[src/rtl/dmem_arb_pkg.sv]
// rtl/dmem_arb_pkg.sv - shared types and constants for the data-memory port arbiter
//
// Purpose: arbiter FSM state encoding and the word size used for burst address
// stepping. Parameter defaults live on the modules, not here.
package dmem_arb_pkg;

  typedef enum logic {
    ST_IDLE = 1'b0,  // no burst owns the port; CPU or a new burst may be granted
    ST_EXT  = 1'b1   // external burst locked onto the port
  } arb_state_e;

  localparam int WORD_BYTES = 4;

endpackage

[src/rtl/arb_age_counter.sv]
// rtl/arb_age_counter.sv - saturating wait counter for external-port aging
//
// Purpose: counts cycles an external request has been refused and flags when
// the count reaches MAX_WAIT, at which point the external port takes priority.
// Ports:
//   clk    - rising-edge clock
//   reset  - synchronous active-low reset, clears the count
//   inc_i  - external request refused this cycle
//   clr_i  - a burst starts this cycle
//   sat_o  - count has reached MAX_WAIT
module arb_age_counter #(
  parameter int MAX_WAIT = 8
) (
  input  logic clk,
  input  logic reset,
  input  logic inc_i,
  input  logic clr_i,
  output logic sat_o
);

  localparam int CNT_W = (MAX_WAIT < 1) ? 1 : $clog2(MAX_WAIT + 1);
  localparam logic [CNT_W-1:0] MAX_V = CNT_W'(MAX_WAIT);

  logic [CNT_W-1:0] cnt_q, cnt_d;

  always_comb begin
    cnt_d = cnt_q;
    if (clr_i) begin
      cnt_d = '0;
    end else if (inc_i && (cnt_q != MAX_V)) begin
      cnt_d = cnt_q + CNT_W'(1);
    end
  end

  always_ff @(posedge clk) begin
    if (!reset) begin
      cnt_q <= '0;
    end else begin
      cnt_q <= cnt_d;
    end
  end

  assign sat_o = (cnt_q == MAX_V);

endmodule

[src/rtl/dmem_port_arbiter.sv]
// rtl/dmem_port_arbiter.sv - shares one data-memory port between CPU and an external burst port
//
// Purpose: zero-latency grant of the single data_mem port. CPU wins by default,
// an external burst locks the port until its last beat, and an aging counter
// forces an external burst start after MAX_WAIT refused cycles.
// Ports:
//   clk, reset                          - clock, synchronous active-low reset
//   cpu_req/we/addr/wdata -> cpu_gnt    - single-beat CPU access, granted same cycle
//   cpu_rdata, cpu_rvalid               - registered read return, one cycle after grant
//   ext_req/we/addr/len/wdata -> ext_gnt- external burst of ext_len+1 word beats
//   ext_rdata, ext_rvalid, ext_done     - registered read return, last-beat pulse
//   mem_we, mem_addr, mem_wdata         - combinational drive to data_mem
//   mem_rdata                           - combinational read data from data_mem
module dmem_port_arbiter
  import dmem_arb_pkg::*;
#(
  parameter int ADDR_W   = 32,
  parameter int DATA_W   = 32,
  parameter int LEN_W    = 4,
  parameter int MAX_WAIT = 8
) (
  input  logic              clk,
  input  logic              reset,
  input  logic              cpu_req,
  input  logic              cpu_we,
  input  logic [ADDR_W-1:0] cpu_addr,
  input  logic [DATA_W-1:0] cpu_wdata,
  output logic              cpu_gnt,
  output logic [DATA_W-1:0] cpu_rdata,
  output logic              cpu_rvalid,
  input  logic              ext_req,
  input  logic              ext_we,
  input  logic [ADDR_W-1:0] ext_addr,
  input  logic [LEN_W-1:0]  ext_len,
  input  logic [DATA_W-1:0] ext_wdata,
  output logic              ext_gnt,
  output logic [DATA_W-1:0] ext_rdata,
  output logic              ext_rvalid,
  output logic              ext_done,
  output logic              mem_we,
  output logic [ADDR_W-1:0] mem_addr,
  output logic [DATA_W-1:0] mem_wdata,
  input  logic [DATA_W-1:0] mem_rdata
);

  arb_state_e        state_q, state_d;
  logic [LEN_W-1:0]  beat_q, beat_d;
  logic [LEN_W-1:0]  len_q, len_d;
  logic [ADDR_W-1:0] base_q, base_d;
  logic              dir_q, dir_d;
  logic [ADDR_W-1:0] addr_hold_q, addr_hold_d;
  logic [DATA_W-1:0] cpu_rdata_q, ext_rdata_q;
  logic              cpu_rvalid_q, ext_rvalid_q;

  logic              age_sat;
  logic              ext_start;
  logic              cpu_gnt_c, ext_gnt_c;
  logic              beat_we;
  logic [ADDR_W-1:0] beat_addr;
  logic [DATA_W-1:0] beat_wdata;
  logic              last_beat;

  arb_age_counter #(
    .MAX_WAIT (MAX_WAIT)
  ) u_age (
    .clk   (clk),
    .reset (reset),
    .inc_i (ext_req && !ext_gnt_c),
    .clr_i (ext_start),
    .sat_o (age_sat)
  );

  always_comb begin
    state_d    = state_q;
    beat_d     = beat_q;
    len_d      = len_q;
    base_d     = base_q;
    dir_d      = dir_q;
    ext_start  = 1'b0;
    cpu_gnt_c  = 1'b0;
    ext_gnt_c  = 1'b0;
    beat_we    = 1'b0;
    // With no grant the address bus keeps its last value to avoid toggling.
    beat_addr  = addr_hold_q;
    beat_wdata = '0;
    last_beat  = 1'b0;

    case (state_q)
      ST_EXT: begin
        // Locked burst: ext_req and cpu_req are both ignored until the last beat.
        ext_gnt_c  = 1'b1;
        beat_we    = dir_q;
        beat_addr  = base_q + (ADDR_W'(beat_q) * ADDR_W'(WORD_BYTES));
        beat_wdata = ext_wdata;
        last_beat  = (beat_q == len_q);
        if (last_beat) begin
          state_d = ST_IDLE;
          beat_d  = '0;
        end else begin
          beat_d  = beat_q + LEN_W'(1);
        end
      end

      default: begin
        if (ext_req && (age_sat || !cpu_req)) begin
          // Burst start issues beat 0 immediately from the live request fields.
          ext_start  = 1'b1;
          ext_gnt_c  = 1'b1;
          beat_we    = ext_we;
          beat_addr  = ext_addr;
          beat_wdata = ext_wdata;
          base_d     = ext_addr;
          len_d      = ext_len;
          dir_d      = ext_we;
          last_beat  = (ext_len == '0);
          if (last_beat) begin
            beat_d = '0;
          end else begin
            state_d = ST_EXT;
            beat_d  = LEN_W'(1);
          end
        end else if (cpu_req) begin
          cpu_gnt_c  = 1'b1;
          beat_we    = cpu_we;
          beat_addr  = cpu_addr;
          beat_wdata = cpu_wdata;
        end
      end
    endcase

    addr_hold_d = beat_addr;
  end

  always_ff @(posedge clk) begin
    if (!reset) begin
      state_q      <= ST_IDLE;
      beat_q       <= '0;
      len_q        <= '0;
      base_q       <= '0;
      dir_q        <= 1'b0;
      addr_hold_q  <= '0;
      cpu_rdata_q  <= '0;
      cpu_rvalid_q <= 1'b0;
      ext_rdata_q  <= '0;
      ext_rvalid_q <= 1'b0;
    end else begin
      state_q      <= state_d;
      beat_q       <= beat_d;
      len_q        <= len_d;
      base_q       <= base_d;
      dir_q        <= dir_d;
      addr_hold_q  <= addr_hold_d;
      // Read data is captured at the edge that ends the granted read beat.
      cpu_rvalid_q <= cpu_gnt_c && !beat_we;
      ext_rvalid_q <= ext_gnt_c && !beat_we;
      if (cpu_gnt_c && !beat_we) begin
        cpu_rdata_q <= mem_rdata;
      end
      if (ext_gnt_c && !beat_we) begin
        ext_rdata_q <= mem_rdata;
      end
    end
  end

  assign cpu_gnt    = cpu_gnt_c;
  assign ext_gnt    = ext_gnt_c;
  assign ext_done   = ext_gnt_c && last_beat;
  assign mem_we     = beat_we;
  assign mem_addr   = beat_addr;
  assign mem_wdata  = beat_wdata;
  assign cpu_rdata  = cpu_rdata_q;
  assign cpu_rvalid = cpu_rvalid_q;
  assign ext_rdata  = ext_rdata_q;
  assign ext_rvalid = ext_rvalid_q;

endmodule

[config.mk]
export PLATFORM = sky130hd
export DESIGN_NAME = dmem_port_arbiter
export DESIGN_NICKNAME = d
export VERILOG_FILES = /design/src/rtl/dmem_arb_pkg.sv /design/src/rtl/arb_age_counter.sv /design/src/rtl/dmem_port_arbiter.sv
export SDC_FILE = /design/constraint.sdc
export NUM_CORES = 1
export LEC_CHECK = 0
export ABC_AREA = 1
export BUFFER_PORTS_ARGS = -buffer_cell sky130_fd_sc_hd__buf_2
export CAP_MARGIN = 20
export CELL_PAD_IN_SITES_DETAIL_PLACEMENT = 1
export CELL_PAD_IN_SITES_GLOBAL_PLACEMENT = 1
export CORE_MARGIN = 8
export CORE_UTILIZATION = 36
export DETAILED_ROUTE_END_ITERATION = 16
export GPL_ROUTABILITY_DRIVEN = 0
export GPL_TIMING_DRIVEN = 0
export PLACE_DENSITY = 0.92
export SLEW_MARGIN = 20
export SYNTH_ARGS = -nofsm -noshare
export SYNTH_HDL_FRONTEND = slang
export SYNTH_SLANG_ARGS = --single-unit
[constraint.sdc]
create_clock -name clk -period 4.9 [get_ports clk]
set_clock_uncertainty 0.1 [all_clocks]
set_input_delay 0.49 -clock clk [delete_from_list [all_inputs] [get_ports clk]]
set_output_delay 0.49 -clock clk [all_outputs]
set_load 0.1 [all_outputs]
==> impl_metrics.tcl, run 1 <==
set metrics [dict create \
    worst_setup_hold_path_clk_slew_ns 0.07 \
    final_util 0.4845 \
    startpoint "beat_q[0]" \
    r2r-start "beat_q[0]" \
    tritoncts "built" \
    cp-start-kind "flop" \
    fp.dieH_um 158.6 \
    fill_cells 2706 \
    synthFlopType "dfxtp_1" \
    clkLatencyLatePin_ns 0.44 \
    multi_input_area_mm2 0.003832 \
    numPortBuffers 301 \
    cp_max_fo 6 \
    dp_slack_ns 1.772 \
    rr_endpoint "addr_hold_q[18]" \
    end_kind "output port" \
    p_leak_nw 4.612 \
    fp-row-count 52 \
    cts_buffers 17 \
    crit_top_cell "nand2_1" \
    dp_hpwl_um 26660 \
    setup_viol 0 \
    period_needed_ns 3.734 \
    grt_pass1_vias 9568 \
    finalHoldViolCount 0 \
    syn_area_mm2 0.007318 \
    endpoint "mem_addr[18]" \
    fmax_mhz 267.8 \
    drt_first_pass_iters 5 \
    drt_iter0_markers 596 \
    hold_buffers 0 \
    grt_max_degree 17 \
    wl_per_cell_um 21.31 \
    fp.dieW_um 158.6 \
    synth-edff-count 0 \
    post-route-period-util 0.7621 \
    hold_slack_ns 0.2025 \
    drc 0 \
    worstSetupPathType "flop to output port" \
    synth_cell_types 35 \
    rsz0062_at_grt "false" \
    antenna_found_initial 1 \
    cts.sinks 144 \
    slew_headroom 0.4771 \
    peakVddDrop_mv 0.2631 \
    initial_core_util 0.3640 \
    yosys_warnings 0 \
    gr-total-overflow 0 \
    grt_use_met2 0.4540 \
    final_common_cell "buf_2" \
    seq_area_mm2 0.002883 \
    syn_area_per_cell_um2 6.950 \
    cts_root_buf "clkbuf_16" \
    final_cell_mix "buf_2 (330), nand2_1 (317), a21oi_1 (153)" \
    met1_usage 0.3247 \
    reg2reg_depth 10 \
    finalSetupTns_ns 0 \
    vias_per_cell 5.465 \
    routed_wl_um 35310 \
    ios 304 \
    cts_max_level 4 \
    core_mm2 0.02010 \
    syn-num-nets 1231 \
    p_per_area_mw_per_mm2 402.4 \
    p_total_mw 3.919 \
    drive_gt1_frac 0.2799 \
    critPathSlowestCell "dfxtp_1" \
    grt_use_met3 0.06569 \
    grtUsageTotal 0.2739 \
    rrSetupSlack_ns 2.40 \
    crit_arrival_ns 3.14 \
    max_cap_viol_count 0 \
    grt_pass1_wl_um 52500 \
    vias 9056 \
    ys_ff_latch 144 \
    tightest_slew_ns 0.7843 \
    worstPathCellList "ha_1 -> fa_1 -> nand2_1 -> nand3_1 -> nand2_1 -> nor2_1 -> nand2_1 -> xor2_1 -> nand2_1 -> nand2_1 -> buf_2" \
    hold_class "primary input to flop" \
    post_cts_buffers 0 \
    run_status "complete, no violations" \
    nNetsFinal 1551 \
    synthCells 1053 \
    ctsResizeCount 0 \
    slowest_delay_ns 0.48 \
    setup_slack_ns 1.166 \
    slew_viol_final 0 \
    yosysSeqAreaShare 0.3939 \
    worstPathRequired_ns 4.31 \
    die-area_mm2 0.02515 \
    ant_nets 0 \
    area_delta_synth_final_pct 33.10 \
    synth-async-reset-ratio 0 \
    top_usage_layer "met2" \
    clk_path_buf_depth 2 \
]
layout make-up:
class,count,share of cell area
diodes,1,0.0002569
plain buffers,72,0.03802
clock buffers,18,0.04406
clock inverters,14,0.01503
inverters,62,0.02389
multi-input cells,775,0.3934
flip-flops and latches,144,0.2960
well taps,270,0.03468
repair buffers,301,0.1547
cell families (layout without fill, tap and decap cells):
group                      Yosys count  after routing  share of synthesized area
muxes                                5              5                   0.006839
DFF                                144            144                     0.3939
adders and majority gates            8              8                    0.01470
AOI/OAI and AO/OA                  227            227                     0.1758
xor gates and xnor gates            11             11                    0.01316
buffers and inverters              134            467                    0.08241
and+or+nand+nor                    524            524                     0.3132
other                                0              1                          0
worst min-delay path by stage:
stage / start / endpoint / slack [ns] / cells past startpoint
after detailed placement: ext_rdata[13] / ext_rdata[13] / 0.35 / 2
after floorplan: dir_q / dir_q / 0.34 / 2
final: ext_len[0] / len_q[0] / 0.20 / 3
after global routing: ext_len[0] / len_q[0] / 0.21 / 3
after CTS: ext_len[0] / len_q[0] / 0.19 / 3
after global placement: ext_rdata[6] / ext_rdata[6] / 0.35 / 2
flip-flops by register name (all words and copies together), names as in the netlist:
name and flops:
addr_hold_q 32, base_q 32, beat_q 4, cpu_rdata 32
cpu_rvalid 1, dir_q 1, ext_rdata 32, ext_rvalid 1
len_q 4, state_q 1, u_age.cnt_q 4
critical path, delay by kind of cell, from the launching register on:
family	cells	cell delay, ns
flops	1	0.48
fa+ha+maj	2	0.57
buf+inv	1	0.43
xor+xnor	1	0.19
simple gates	7	1.03
layer usage:
metal,vias up,share of wire
met5,-,0
met4,0,0.045
met3,94,0.080
met2,411,0.47
met1,4346,0.41
li1,4205,-
cell usage after synthesis, types with 4 or more instances:
cell,n,area share
inv_1,57,0.029
xnor2_1,5,0.0060
buf_4,5,0.0051
nand4_1,69,0.059
buf_1,4,0.0021
inv_2,5,0.0026
dfxtp_1,144,0.39
a22o_1,32,0.038
a21oi_1,153,0.10
nand2_1,317,0.16
buf_2,29,0.020
ha_1,7,0.012
buf_6,6,0.0092
o21ai_0,28,0.019
mux2i_1,5,0.0068
o211ai_1,4,0.0041
o22ai_1,4,0.0034
clkbuf_1,28,0.014
nor2_1,52,0.027
xor2_1,6,0.0072
nand3_1,71,0.049
stage by stage:
| step | instances | cell area [um^2] |
|---|---|---|
| 2_1_floorplan | 1053 | 7318 |
| 3_3_place_gp | 1624 | 9163 |
| 3_5_place_dp | 1624 | 9163 |
| 4_1_cts | 1656 | 9738 |
| 5_1_grt | 1657 | 9741 |
| 6_report | 1657 | 9741 |
power breakdown:
group          total, mW  internal (mW)  switching [mW]
combinational       1.32          0.248            1.07
sequential          1.29           1.25          0.0468
clock               1.30          0.717           0.587
total               3.92           2.21            1.71
Note: power is estimated with default switching activity, not from simulation.
==> run 2: changes to the inputs <==
Settings changed: CORE_UTILIZATION 36 to 33, PLACE_DENSITY 0.92 to 0.85.
Clock period 4.9 ns to 3.6 ns, I/O delays scaled along.
==> impl_metrics.tcl, run 2 (synthesis gave the netlist of run 1 again) <==
set metrics [dict create \
    final_common_cell "buf_2" \
    drt_iter0_markers 411 \
    peakVddDrop_mv 0.3221 \
    p_total_mw 5.283 \
    clk_path_buf_depth 2 \
    diodes 0 \
    fp-row-count 54 \
    drive_gt1_frac 0.2792 \
    gr-total-overflow 0 \
    hold_class "primary input to flop" \
    area_delta_synth_final_pct 33.17 \
    final_util 0.4466 \
    routed_wl_um 34250 \
    cts_buffers 17 \
    cts_max_level 4 \
    finalHoldViolCount 0 \
    fmax_mhz 291.6 \
    tightest_slew_ns 0.7934 \
    drc 0 \
    grt_pass1_vias 9337 \
    die-area_mm2 0.02720 \
    critPathSlowestCell "dfxtp_1" \
    dp_hpwl_um 26660 \
    cts_root_buf "clkbuf_16" \
    cp_max_fo 6 \
    grt_pass1_wl_um 51320 \
    nNetsFinal 1551 \
    ios 304 \
    vias 8866 \
    grtUsageTotal 0.2445 \
    vias_per_cell 5.322 \
    worstPathCellList "ha_1 -> fa_1 -> nand2_1 -> nand3_1 -> nand2_1 -> nor2_1 -> xor2_1 -> nand2_1 -> nand2_1 -> clkbuf_4" \
    worst_setup_hold_path_clk_slew_ns 0.07 \
    fill_cells 2920 \
    worstSetupPathType "flop to output port" \
    clkLatencyLatePin_ns 0.43 \
    grt_max_degree 17 \
    post-route-period-util 0.9525 \
    p_leak_nw 4.609 \
    crit_top_cell "nand2_1" \
    worstPathRequired_ns 3.14 \
    slew_viol_final 0 \
    wl_per_cell_um 20.56 \
    end_kind "output port" \
    hold_buffers 0 \
    seq_area_mm2 0.002883 \
    tritoncts "built" \
    max_cap_viol_count 0 \
    fp.dieW_um 164.9 \
    numPortBuffers 301 \
    initial_core_util 0.3353 \
    multi_input_area_mm2 0.003832 \
    rsz0062_at_grt "true" \
    run_status "complete, no violations" \
    cp-start-kind "flop" \
    ant_nets 0 \
    slowest_delay_ns 0.48 \
    slew_headroom 0.4711 \
    cts.sinks 144 \
    period_needed_ns 3.429 \
    antenna_found_initial 1 \
    setup_viol 0 \
    p_per_area_mw_per_mm2 542.1 \
    core_mm2 0.02182 \
    drt_first_pass_iters 4 \
    crit_arrival_ns 2.97 \
    fp.dieH_um 164.9 \
    final_cell_mix "buf_2 (327), nand2_1 (317), a21oi_1 (153)" \
]
[run 2: timing repair]
item,in CTS,in global routing
endpoints found under the hold margin,0,0
endpoints found under the setup margin,0,3
buffers inserted,0,0
gates resized for setup,0,3
[run 2: through the flow]
step	instances	TNS [ns]	setup slack, ns	area (um^2)	hold WS, ns
floorplan	1053	0	0.4647	7318	0.3412
global placement	1634	0	0.6513	9175	0.3456
detailed placement	1634	0	0.6128	9175	0.3521
CTS	1666	0	0.07777	9738	0.07370
global route	1666	-0.01074	-0.01074	9746	0.09449
finish	1666	0	0.1711	9746	0.08175
[run 2: path summary, 6_finish.rpt]
check	endpoint	depth (start not counted)	start	slack, ns
worst max-delay path	mem_addr[14]	10	beat_q[0]	0.17
worst min register to register	cpu_rdata[12]	2	cpu_rdata[12]	0.36
worst min-delay path	base_q[29]	3	ext_addr[29]	0.08
worst max register to register	addr_hold_q[18]	10	beat_q[0]	1.16
[run 2: area by class of cell]
| cell class | count | share of cell area |
|---|---|---|
| multi-input combinational | 775 | 0.3932 |
| sequential | 144 | 0.2958 |
| timing repair buffer | 301 | 0.1553 |
| clock buffer | 19 | 0.04442 |
| buffer | 72 | 0.03800 |
| tap | 280 | 0.03595 |
| inverter | 62 | 0.02388 |
| clock inverter | 13 | 0.01335 |
[run 2: where the power goes]
part | total, mW | switching (mW) | internal, mW
Clock | 1.74 | 0.769 | 0.966
Sequential | 1.76 | 0.0625 | 1.70
Combinational | 1.79 | 1.45 | 0.338
Total | 5.28 | 2.28 | 3.00
[run 2: routing by layer]
| layer | track usage | vias up | routed length [um] |
|---|---|---|---|
| li1 | - | 4213 | - |
| met1 | 0.2818 | 4219 | 13920 |
| met2 | 0.4238 | 357 | 16330 |
| met3 | 0.06281 | 75 | 2822 |
| met4 | 0.1003 | 2 | 1160 |
| met5 | 0 | - | 11 |
[run 2: critical path: cells and delay by family (launching register included)]
kind / cells / cell delay (ns)
AND/OR/NAND/NOR: 6 / 0.93
XOR/XNOR: 1 / 0.24
flip-flops: 1 / 0.48
buffers and inverters: 1 / 0.34
adder cells (fa/ha/maj): 2 / 0.56
